===== src/rtl/russian_peasant_div_pkg.sv =====
// Shared types and sizing for the Russian-peasant unsigned divider.
// Default operand width and the counter width needed to count 2W steps.
package russian_peasant_div_pkg;

    localparam int DIV_W = 8;

    typedef enum logic [1:0] {
        IDLE = 2'd0,
        RUN  = 2'd1,
        DONE = 2'd2
    } state_t;

    function automatic int cnt_width(input int w);
        return $clog2(2 * w + 1);
    endfunction

    localparam int CNT_W = cnt_width(DIV_W);

endpackage


===== src/rtl/russian_peasant_div_step.sv =====
// One restoring shift-subtract step: brings in the next dividend bit and
// trial-subtracts the divisor from the widened partial remainder.
module russian_peasant_div_step
    import russian_peasant_div_pkg::*;
#(
    parameter int W = DIV_W
) (
    input  logic [W-1:0] rem,
    input  logic         a_msb,
    input  logic [W-1:0] divisor,
    output logic [W-1:0] next_rem,
    output logic         q_bit
);

    logic [W:0] pr;

    // pr < 2*divisor whenever rem < divisor, so the difference always fits in W bits
    always_comb begin
        pr       = {rem, a_msb};
        q_bit    = (pr >= {1'b0, divisor});
        next_rem = q_bit ? W'(pr - {1'b0, divisor}) : pr[W-1:0];
    end

endmodule


===== src/rtl/russian_peasant_unsigned_divider.sv =====
// Sequential 2W/W unsigned divider, one quotient bit per cycle, with
// valid/ready handshakes on operand and result sides.
module russian_peasant_unsigned_divider
    import russian_peasant_div_pkg::*;
#(
    parameter int W = DIV_W
) (
    input  logic           clk,
    input  logic           rst_n,
    input  logic           in_valid,
    output logic           in_ready,
    input  logic [2*W-1:0] dividend,
    input  logic [W-1:0]   divisor,
    output logic           out_valid,
    input  logic           out_ready,
    output logic [2*W-1:0] quotient,
    output logic [W-1:0]   remainder,
    output logic           div_by_zero
);

    localparam int CW = cnt_width(W);

    state_t         state;
    logic [2*W-1:0] a_reg;
    logic [2*W-1:0] q_reg;
    logic [W-1:0]   b_reg;
    logic [W-1:0]   rem_reg;
    logic [CW-1:0]  cnt;
    logic           zero_div;

    logic [W-1:0]   next_rem;
    logic           q_bit;

    russian_peasant_div_step #(.W(W)) u_step (
        .rem      (rem_reg),
        .a_msb    (a_reg[2*W-1]),
        .divisor  (b_reg),
        .next_rem (next_rem),
        .q_bit    (q_bit)
    );

    // Held low for the whole reset interval, even though state already reads IDLE
    assign in_ready = rst_n && (state == IDLE);

    always_ff @(posedge clk or negedge rst_n) begin
        if (!rst_n) begin
            state       <= IDLE;
            a_reg       <= '0;
            q_reg       <= '0;
            b_reg       <= '0;
            rem_reg     <= '0;
            cnt         <= '0;
            zero_div    <= 1'b0;
            out_valid   <= 1'b0;
            quotient    <= '0;
            remainder   <= '0;
            div_by_zero <= 1'b0;
        end else begin
            case (state)
                IDLE: begin
                    if (in_valid) begin
                        a_reg       <= dividend;
                        b_reg       <= divisor;
                        rem_reg     <= '0;
                        q_reg       <= '0;
                        cnt         <= CW'(2 * W);
                        zero_div    <= (divisor == '0);
                        div_by_zero <= 1'b0;
                        state       <= (divisor == '0) ? DONE : RUN;
                    end
                end
                RUN: begin
                    a_reg   <= {a_reg[2*W-2:0], 1'b0};
                    rem_reg <= next_rem;
                    q_reg   <= {q_reg[2*W-2:0], q_bit};
                    cnt     <= cnt - CW'(1);
                    if (cnt == CW'(1)) begin
                        state <= DONE;
                    end
                end
                DONE: begin
                    // First DONE cycle publishes the result; later ones wait for the consumer
                    if (!out_valid) begin
                        out_valid <= 1'b1;
                        if (zero_div) begin
                            quotient    <= '1;
                            remainder   <= '0;
                            div_by_zero <= 1'b1;
                        end else begin
                            quotient    <= q_reg;
                            remainder   <= rem_reg;
                            div_by_zero <= 1'b0;
                        end
                    end else if (out_ready) begin
                        out_valid <= 1'b0;
                        state     <= IDLE;
                    end
                end
                default: state <= IDLE;
            endcase
        end
    end

endmodule


===== config.mk =====
export PLATFORM = sky130hd
export DESIGN_NAME = russian_peasant_unsigned_divider
export DESIGN_NICKNAME = d
export VERILOG_FILES = /design/src/rtl/russian_peasant_div_pkg.sv /design/src/rtl/russian_peasant_div_step.sv /design/src/rtl/russian_peasant_unsigned_divider.sv
export SDC_FILE = /design/constraint.sdc
export NUM_CORES = 1
export LEC_CHECK = 0
export CAP_MARGIN = 20
export CELL_PAD_IN_SITES_DETAIL_PLACEMENT = 0
export CELL_PAD_IN_SITES_GLOBAL_PLACEMENT = 1
export CORE_MARGIN = 4
export CORE_UTILIZATION = 34
export CTS_CLUSTER_DIAMETER = 100
export DETAILED_ROUTE_END_ITERATION = 12
export PLACE_DENSITY = 0.63
export SLEW_MARGIN = 10
export SYNTH_ARGS = -nofsm -noshare
export SYNTH_HDL_FRONTEND = slang
export SYNTH_SLANG_ARGS = --single-unit

===== constraint.sdc =====
create_clock -name clk -period 3.1 [get_ports clk]
set_input_delay 0.465 -clock clk [delete_from_list [all_inputs] [get_ports clk]]
set_output_delay 0.465 -clock clk [all_outputs]
set_load 0.01 [all_outputs]

==> flow_summary_export.csv <==
group,metric,value,unit
timing,rsz0062_at_grt,"false",
setup_path,path_class,"register to output port",
floorplan,die_area,13000,um2
job,maxCapViolCount,0,
clocking,insertion_delay,0.33,ns
timing,tns,0,ns
placed_design,dpl.hpwl,6220,um
placed_design,port_buffers,54,
cells_and_area,syn_to_final_growth,25.3,%
cells_and_area,seq_area,2050,um2
global_route,grt_usage,14.5,%
timing,max-slew-margin-rel,41.2,%
clocking,cts_resized,0,
floorplan,core_area,10900,um2
timing,fin_hold_ws,0.232,ns
synth,synth.mux.area_fraction,2.13,%
drt,wl_per_cell,15.5,um
timing,clock_skew,0.00707,ns
global_route,antenna_found_initial,0,
synth,seq_area_frac_synth,53.7,%
outcome,run_status,"completed",
synth,synth_common_cells,"nand2_1 (83), dfrtp_1 (82), o21ai_0 (43)",
clocking,cts_max_level,3,
drt,wirelength,8930,um
timing,setup_viol,0,
synth,synth_cell_type_count,50,
clocking,cts_tree,"done",
synth,yosysWarningCount,0,
setup_path,startpoint_type,"register",
setup_path,slowest_stage,"clkdlybuf4s50_1",
global_route,grt_max_degree,48,
clocking,post_cts_buffers,0,
clocking,clock-sinks,82,
drt,drtIter0Drc,183,
synth,synth_nets,425,
synth,yosys.area.top_type,"dfrtp_1",
synth,synth-xor-area-share,0.917,%
setup_path,crit_arrival,1.94,ns
floorplan,initial_core_util,35.0,%
clocking,clk_pin_slew,0.06,ns
timing,post-route-min-period,2.40,ns
synth,synth_edf_count,0,
floorplan,rows,38,
placed_design,dpl.cell_count,562,
hold_path,hp-class,"input pin to asynchronous set/reset pin",
setup_path,crit_required,2.63,ns
power,p_per_area,1070,nW/um2
synth,synth_adder_area_share,3.80,%
timing,maxSlewViolCount,0,
synth,ys_ff_latch,82,
cells_and_area,layout.nets,472,
drt,drc_errors,0,
synth,syn_inst,386,
drt,viasPerCell,5.15,
floorplan,die_y,114,um
global_route,grt_pass1_wl,15100,um
synth,netlist.area_leader.share,53.7,%
timing,worstMarginPinSlew,0.882,ns
clocking,cts_buffers,9,
cells_and_area,multi_input_area,1620,um2
synth,ys_top_cells_by_area,"dfrtp_1 (54%), nand2_1 (8.2%), o21ai_0 (5.6%)",
synth,synth.cell_area,3820,um2
setup_path,cp-end-kind,"output port",
setup_path,cpPeakStageDelay,0.61,ns
floorplan,dieWidth,114,um
setup_path,crit_path_cell_trace,"nor3b_1 > clkdlybuf4s50_1",
floorplan,pin_count,55,
synth,async_flop_share,100,%
cells_and_area,fillers,1105,
placed_design,placed_area,4490,um2
cells_and_area,fin_cells,578,
clocking,postCtsHoldBufs,0,
timing,fin_crit_sh,77.5,%
global_route,grt_pass1_vias,2897,
setup_path,critPathMaxFanout,18,
power,max-vdd-ir-drop,0.610,mV
drt,antenna_left,0,
synth,syn_area_per_cell,9.90,um2
synth,yosysMostFrequentCell,"nand2_1",
synth,synth_compound_area_share,20.4,%
global_route,grt-ovfl-total,0,
timing,final_hold_viol_count,0,
drt,first_pass_iters,4,
cells_and_area,diodes,0,
clocking,cts_buffer_depth,2,
drt,via_count,2975,
synth,yosys.area_share.simple,14.9,%
cells_and_area,drive_gt1_share,7.53,%
cells_and_area,final_area,4790,um2
synth,ys.flop_type,"dfrtp_1",
timing,max_freq,416,MHz
synth,synth_top_family_by_area,"compound AO/OA/AOI/OAI gates",
power,power_leakage,2.20,nW
placed_design,routabilityCongestion,0.796,
clocking,cts_root_buf,"clkbuf_16",
[power by group]
group	internal [W]	switching [W]	total [W]
sequential	0.00149	0.000318	0.00180
combinational	0.00101	0.00123	0.00224
clock	0.000631	0.000446	0.00108
total	0.00313	0.00199	0.00512
[final cells by class]
type | count | area share (%)
inverters | 17 | 1.33
clock buffers | 9 | 4.70
well taps | 140 | 3.66
repair buffers | 60 | 12.2
multi-input cells | 263 | 33.7
flip-flops and latches | 82 | 42.8
clock inverters | 7 | 1.57
[final timing paths]
path	from	end	slack, ns	depth (start not counted)
worst min-delay path	rst_n	remainder[1]	0.23	2
worst max-delay path	state[0]	in_ready	0.70	2
max in group asynchronous	rst_n	rem_reg[7]	1.91	3
min in group clk	quotient[2]	quotient[2]	0.47	2
worst min register to register	quotient[2]	quotient[2]	0.47	2
worst max register to register	b_reg[1]	rem_reg[2]	0.74	7
[kinds of logic after synthesis]
family	after synthesis
AOI/OAI and AO/OA	111
xor gates and xnor gates	4
adders and majority gates	11
buffers and inverters	41
DFF	82
muxes	8
and+or+nand+nor	129
[routing by layer]
| layer | part of all wire [%] | vias to the layer above | track usage, % |
|---|---|---|---|
| met5 | 0 | - | 0 |
| li1 | - | 1459 | - |
| met2 | 42 | 65 | 21.2 |
| met4 | 1.3 | 0 | 4.28 |
| met3 | 3.8 | 11 | 2.55 |
| met1 | 53 | 1440 | 22.0 |
[cells in the final DEF (no fill, tap or decap), types with 3 or more instances in the layout]
| cell type | Yosys | layout |
|---|---|---|
| o311ai_1 | 3 | 3 |
| o211ai_1 | 8 | 8 |
| o31ai_1 | 3 | 3 |
| nand3_1 | 8 | 8 |
| nand2b_1 | 6 | 6 |
| ha_1 | 10 | 10 |
| clkdlybuf4s50_1 | 0 | 53 |
| xnor2_1 | 3 | 3 |
| inv_6 | 0 | 3 |
| o22ai_1 | 3 | 3 |
| nand2_1 | 83 | 83 |
| buf_4 | 0 | 7 |
| a22oi_1 | 9 | 9 |
| a22o_1 | 17 | 17 |
| nor3_1 | 3 | 3 |
| nor2_1 | 11 | 11 |
| inv_1 | 17 | 17 |
| a21o_1 | 3 | 3 |
| nor2b_1 | 5 | 4 |
| mux2i_1 | 7 | 7 |
| a21oi_1 | 5 | 5 |
| o21ai_0 | 43 | 43 |
| dfrtp_1 | 82 | 82 |
| clkbuf_16 | 0 | 9 |
[metrics by stage]
step / total power (W) / util [%] / setup WS, ns
finish: 0.00512 / 43.8 / 0.698
global route: 0.00552 / 43.8 / 0.621
CTS: 0.00518 / 43.8 / 0.671
detailed placement: 0.00408 / 41.1 / 0.765
global placement: 0.00405 / 41.1 / 0.815
floorplan: 0.00334 / - / 0.895
[worst max-delay path: cells and delay by family, from the launching register on]
family	cells	cell delay, ns
buffers and inverters	1	0.61
DFF	1	0.60
and+or+nand+nor	1	0.40
Power figures use the tool's default switching activity.
